$ cat src/rtl/matrix_pkg.sv
// rtl/matrix_pkg.sv - shared row geometry, status bit map and element packing helpers
package matrix_pkg;

    localparam int DATA_W  = 8;
    localparam int ROW_LEN = 28;
    localparam int BUS_W   = 32;
    localparam int WORDS   = ROW_LEN * DATA_W / BUS_W;
    localparam int VEC_W   = ROW_LEN * DATA_W;
    localparam int ADDR_W  = $clog2(WORDS);
    localparam int CNT_W   = 4;

    // prdata status layout
    localparam int ST_CNT_LSB   = 0;
    localparam int ST_A_LOADED  = 4;
    localparam int ST_ACT_VALID = 5;
    localparam int ST_STG_FULL  = 6;

    function automatic logic [DATA_W-1:0] get_elem(input logic [VEC_W-1:0] row, input int idx);
        return row[idx*DATA_W +: DATA_W];
    endfunction

    // Word k carries elements 4k..4k+3 with the lowest index in the low byte
    function automatic logic [VEC_W-1:0] put_word(input logic [VEC_W-1:0] row, input int k,
                                                  input logic [BUS_W-1:0] w);
        logic [VEC_W-1:0] r;
        r = row;
        r[k*BUS_W +: BUS_W] = w;
        return r;
    endfunction

endpackage

$ cat src/rtl/row_buf.sv
// rtl/row_buf.sv - word-addressed row register with parallel load and parallel row output
module row_buf
    import matrix_pkg::*;
(
    input  logic              clk,
    input  logic              rst,
    input  logic              wr_en,
    input  logic [ADDR_W-1:0] wr_addr,
    input  logic [BUS_W-1:0]  wr_data,
    input  logic              ld_en,
    input  logic [VEC_W-1:0]  ld_row,
    output logic [VEC_W-1:0]  row
);

    always_ff @(posedge clk or negedge rst) begin
        if (!rst) begin
            row <= '0;
        end else if (ld_en) begin
            row <= ld_row;
        end else if (wr_en) begin
            for (int k = 0; k < WORDS; k++) begin
                if (wr_addr == ADDR_W'(k))
                    row[k*BUS_W +: BUS_W] <= wr_data;
            end
        end
    end

endmodule

$ cat src/rtl/apb_row_loader.sv
// rtl/apb_row_loader.sv - APB write slave assembling coefficient row A and double-buffered X rows
module apb_row_loader
    import matrix_pkg::*;
(
    input  logic             clk,
    input  logic             rst,
    input  logic             psel,
    input  logic             penable,
    input  logic             pwrite,
    input  logic [BUS_W-1:0] pwdata,
    output logic [BUS_W-1:0] prdata,
    output logic             pready,
    output logic             pslverr,
    input  logic             ctrl_pready,
    input  logic             load_en,
    input  logic             load_A_en,
    input  logic             row_finish,
    output logic             load_A_done,
    output logic             load_done,
    output logic [VEC_W-1:0] a_vec,
    output logic [VEC_W-1:0] x_vec
);

    localparam logic [CNT_W-1:0] LAST_CNT = CNT_W'(WORDS - 1);

    logic [CNT_W-1:0] word_cnt;
    logic [CNT_W-1:0] cnt_eff;
    logic             a_loaded;
    logic             stg_full;
    logic             act_valid;
    logic             a_phase_q;
    logic             load_A_done_q;
    logic             load_done_q;

    logic             xfer;
    logic             wr_ok;
    logic             phase_chg;
    logic             at_last;
    logic             a_wr;
    logic             x_wr;
    logic             a_last;
    logic             x_last;
    logic             rf;
    logic             copy;
    logic [VEC_W-1:0] stg_row;
    logic [VEC_W-1:0] merged;

    assign pready = ctrl_pready & ~stg_full;

    always_comb begin
        xfer      = psel & penable & pready;
        wr_ok     = xfer & pwrite & load_en;
        pslverr   = xfer & pwrite & ~load_en;
        // Any switch between A and X phase discards a partially assembled row
        phase_chg = (load_A_en != a_phase_q);
        cnt_eff   = phase_chg ? '0 : word_cnt;
        at_last   = (cnt_eff == LAST_CNT);
        a_wr      = wr_ok & load_A_en;
        x_wr      = wr_ok & ~load_A_en;
        a_last    = a_wr & at_last;
        x_last    = x_wr & at_last;
        // Keeps load_done from coinciding with load_A_done
        rf        = load_en & row_finish & ~a_last;
        copy      = (x_last & (~act_valid | rf)) | (stg_full & rf);
        // The final word is still in flight, so fold it into the copied row
        merged    = x_last ? put_word(stg_row, WORDS - 1, pwdata) : stg_row;
    end

    always_comb begin
        prdata                          = '0;
        prdata[ST_CNT_LSB +: CNT_W]     = word_cnt;
        prdata[ST_A_LOADED]             = a_loaded;
        prdata[ST_ACT_VALID]            = act_valid;
        prdata[ST_STG_FULL]             = stg_full;
    end

    always_ff @(posedge clk or negedge rst) begin
        if (!rst) begin
            word_cnt      <= '0;
            a_loaded      <= 1'b0;
            stg_full      <= 1'b0;
            act_valid     <= 1'b0;
            a_phase_q     <= 1'b0;
            load_A_done_q <= 1'b0;
            load_done_q   <= 1'b0;
        end else begin
            a_phase_q     <= load_A_en;
            load_A_done_q <= a_last;
            load_done_q   <= copy;
            if (!load_en) begin
                word_cnt  <= '0;
                a_loaded  <= 1'b0;
                stg_full  <= 1'b0;
                act_valid <= 1'b0;
            end else begin
                if (wr_ok)
                    word_cnt <= at_last ? '0 : cnt_eff + 1'b1;
                else
                    word_cnt <= cnt_eff;
                if (a_last)
                    a_loaded <= 1'b1;
                if (copy)
                    act_valid <= 1'b1;
                else if (rf)
                    act_valid <= 1'b0;
                if (copy)
                    stg_full <= 1'b0;
                else if (x_last)
                    stg_full <= 1'b1;
            end
        end
    end

    assign load_A_done = load_A_done_q;
    assign load_done   = load_done_q;

    row_buf u_a_buf (
        .clk     (clk),
        .rst     (rst),
        .wr_en   (a_wr),
        .wr_addr (cnt_eff[ADDR_W-1:0]),
        .wr_data (pwdata),
        .ld_en   (1'b0),
        .ld_row  ('0),
        .row     (a_vec)
    );

    row_buf u_stg_buf (
        .clk     (clk),
        .rst     (rst),
        .wr_en   (x_wr),
        .wr_addr (cnt_eff[ADDR_W-1:0]),
        .wr_data (pwdata),
        .ld_en   (1'b0),
        .ld_row  ('0),
        .row     (stg_row)
    );

    row_buf u_act_buf (
        .clk     (clk),
        .rst     (rst),
        .wr_en   (1'b0),
        .wr_addr ('0),
        .wr_data ('0),
        .ld_en   (copy),
        .ld_row  (merged),
        .row     (x_vec)
    );

endmodule

$ cat config.mk
export PLATFORM = sky130hd
export DESIGN_NAME = apb_row_loader
export DESIGN_NICKNAME = d
export VERILOG_FILES = /design/src/rtl/matrix_pkg.sv /design/src/rtl/row_buf.sv /design/src/rtl/apb_row_loader.sv
export SDC_FILE = /design/constraint.sdc
export NUM_CORES = 1
export LEC_CHECK = 0
export CAP_MARGIN = 15
export CORE_MARGIN = 8
export CORE_UTILIZATION = 40
export CTS_CLUSTER_SIZE = 12
export DETAILED_ROUTE_END_ITERATION = 10
export PLACE_DENSITY = 0.65
export SLEW_MARGIN = 10
export SYNTH_ARGS = -nofsm -noshare
export SYNTH_HDL_FRONTEND = slang
export SYNTH_HIERARCHICAL = 1
export SYNTH_SLANG_ARGS = --single-unit
$ cat constraint.sdc
create_clock -name clk -period 4.2 [get_ports clk]
set_clock_uncertainty 0.2 [all_clocks]
set_input_delay 1.26 -clock clk [delete_from_list [all_inputs] [get_ports clk]]
set_output_delay 1.26 -clock clk [all_outputs]
set_load 0.02 [all_outputs]
==> metrics.cfg <==
[power]
pwr_density_cell_nw_per_um2=443.0
seq_power_share_pct=42.1
clockPowerShare_pct=36.5
power_frac_comb_pct=21.3
swShare_pct=30.05
leakage_nw=19.15
p_sw_w=0.005729
p_total_w=0.01906
ir_worst_vdd_mv=0.3381
power.internal_w=0.01334

[global_routing]
grt_use_met1_pct=30.31
use_met3_pct=7.350
busiest_layer=met2
grt_usage_pct=23.16
grt_max_degree=449
grt_pass1_vias=24490
grt_util_met2_pct=36.79
grt_pass1_wl_um=159200
grt-ovfl-total=0
antenna_found_initial=1

[sta]
setup_viol=0
grt_setup_unrepaired=false
tightest_slew_ps=986.3
finalCritPeriodShare_pct=95.43
relSlewSlack_pct=34.25
drv_slew=0
period_needed_ps=4008
fin_hold_ws_ps=278.4
hold_viol_final=0
fmax_mhz=249.5

[finish]
fin_cells=5285
drive_above_1_share_pct=6.488
post-route-util_pct=53.78
fin_nets=4204
layout-area-overhead-vs-synth_pct=33.86

[status]
outcome=finished, final reports clean

[route]
drt_iter0_markers=1693
viasPerCell=4.658
drc_errors=0
first_pass_iters=5
wl_um=106300
num_vias=24620
wire_per_inst_um=20.12
ant_nets=0

[logic_synthesis]
synthMuxAreaShare_pct=22.07
synth.distinct_cells=42
synth-xor-area-share_pct=0.07783
synthTopCellsByArea=dfrtp_1 53%, mux2i_1 21%, nand2_1 7.9%
synthCells=3070
syn_area_um2=32150
synth_top_area_share_pct=53.08
synth_top_family_by_area=multiplexers
yosysWarnings=6
synth-adder-area-share_pct=0.07783
synth-edff-count=0
yosysTopAreaCell=dfrtp_1
syn_area_per_cell_um2=10.47
synth_compound_area_share_pct=10.69
ys_seq_area_share_pct=53.08
ys_ff_latch=682
ys_async_sr_fraction_pct=100.0
yosys.area_share.simple_pct=9.293
synth_flop_cell=dfrtp_1

[worst_setup_path]
cp-start-kind=input pin
r2r_slack_ps=1350
arrival_ps=2550
cp-end-kind=output pin
worstPathRequired_ps=2740
crit_type=input pin to output pin
path_max_fanout=2
rr_worst_depth=10

[floorplan]
die_y_um=299.5
fp.dieArea_um2=89710
ioPinCount=525
coreArea_um2=80030
rows=104
start_util_pct=40.18
fp.dieW_um=299.5

[placement]
dp_cells=5142
dp_hpwl_um=65230
port_buffers=499
routabilityCongestion=0.7765

[cts]
cts_buffers=77
root_buffer=clkbuf_16
cts.hold.buffers_added=0
clkTransAtPathRegs_ps=60
clockBufferDepth=3
cts_tree=done
post-cts-setup-buffers=0
clock-sinks=682
htree_levels=3
clock_latency_ps=600

[hold_path]
hold_path.class=register to register
hold_depth=2

[flow_run]
cap_violations=0

placed cells by master, fill, tap and decap left out, types with 7 or more instances in the layout:
| cell | n |
|---|---|
| nand2_1 | 680 |
| clkinv_2 | 15 |
| nand4b_1 | 9 |
| o21ai_0 | 405 |
| clkdlybuf4s50_1 | 466 |
| mux2_2 | 28 |
| dfrtp_1 | 682 |
| buf_4 | 50 |
| conb_1 | 703 |
| clkbuf_16 | 78 |
| clkbuf_8 | 17 |
| mux2i_1 | 673 |
| buf_12 | 29 |
| bufinv_16 | 7 |
| o21ai_1 | 270 |
| buf_2 | 30 |
| and4bb_2 | 7 |
| clkbuf_1 | 20 |
worst max-delay path: stages:
cell,delay [ps]
clkdlybuf4s50_1,510
nor2b_1,190
nand4_1,140
nor2_1,110
dlygate4sd2_1,340
power groups by stage:
stage / Sequential [W] / Clock, W / Combinational [W]
final: 0.00803 / 0.00697 / 0.00407
after global routing: 0.00812 / 0.00739 / 0.00439
after CTS: 0.00804 / 0.00712 / 0.00405
after detailed placement: 0.00815 / 0 / 0.00404
after global placement: 0.00812 / 0 / 0.00399
after floorplan: 0.00880 / 0 / 0.00115
cells by family (layout without fill, tap and decap cells):
group	count (synthesis)	count (layout)
compound gates	684	684
xor+xnor	2	2
flops	682	682
fa+ha+maj	2	2
simple gates	724	724
buf+inv	270	721
mux	705	705
other cells	1	705
path summary, 6_finish.rpt:
check | start | endpoint
worst max-delay path | ctrl_pready | pslverr
min in group asynchronous | rst | u_stg_buf/row[160]
worst min register to register | u_stg_buf/row[190] | u_act_buf/row[190]
worst max register to register | a_phase_q | u_act_buf/row[49]
worst min-delay path | u_stg_buf/row[190] | u_act_buf/row[190]
max in group asynchronous | rst | u_act_buf/row[136]
repair_timing:
item,CTS,global route
gates cloned,0,0
gates resized for setup,1,1
setup endpoints to repair,1,1
sequential cells by signal, summed over array words and instances (netlist names):
signal,flops
u_act_buf/row,224
u_stg_buf/row,224
stg_full,1
u_a_buf/row,224
act_valid,1
a_phase_q,1
load_done,1
load_A_done,1
a_loaded,1
word_cnt,4
stage by stage:
step | cell area, um2 | TNS, ps | setup slack, ps
final | 43040 | 0 | 191.9
after CTS | 43030 | 0 | 18.38
after global placement | 40430 | -141.8 | -137.4
after detailed placement | 40430 | -103.4 | -103.4
after global routing | 43030 | 0 | 51.85
after floorplan | 34790 | 0 | 38.72
Yosys cell counts, drive strengths merged (2+ instances only):
library cell	number
nand2	680
a21oi	3
mux2	32
nand4b	10
nand4	3
and2	3
mux2i	673
buf	134
nor4b	4
clkbuf	134
nand3b	2
and4bb	9
ha	2
inv	2
nor2	4
o21ai	675
a31oi	2
dfrtp	682
layer usage:
layer  vias to the layer above  wire, um
met5                         -         0
met4                         0      3065
met3                       137      8491
met2                       626     48670
met1                     11790     46100
li1                      12070         -
area by class of cell:
class | count | area [um2]
multi-input combinational | 2820 | 16220
antenna | 2 | 5.005
tap | 1060 | 1326
timing repair buffer | 578 | 5807
sequential | 682 | 17070
clock buffer | 115 | 2261
clock inverter | 26 | 342.8
fill | 7230 | 36990
inverter | 2 | 7.507
(Power assumes the default switching activity.)
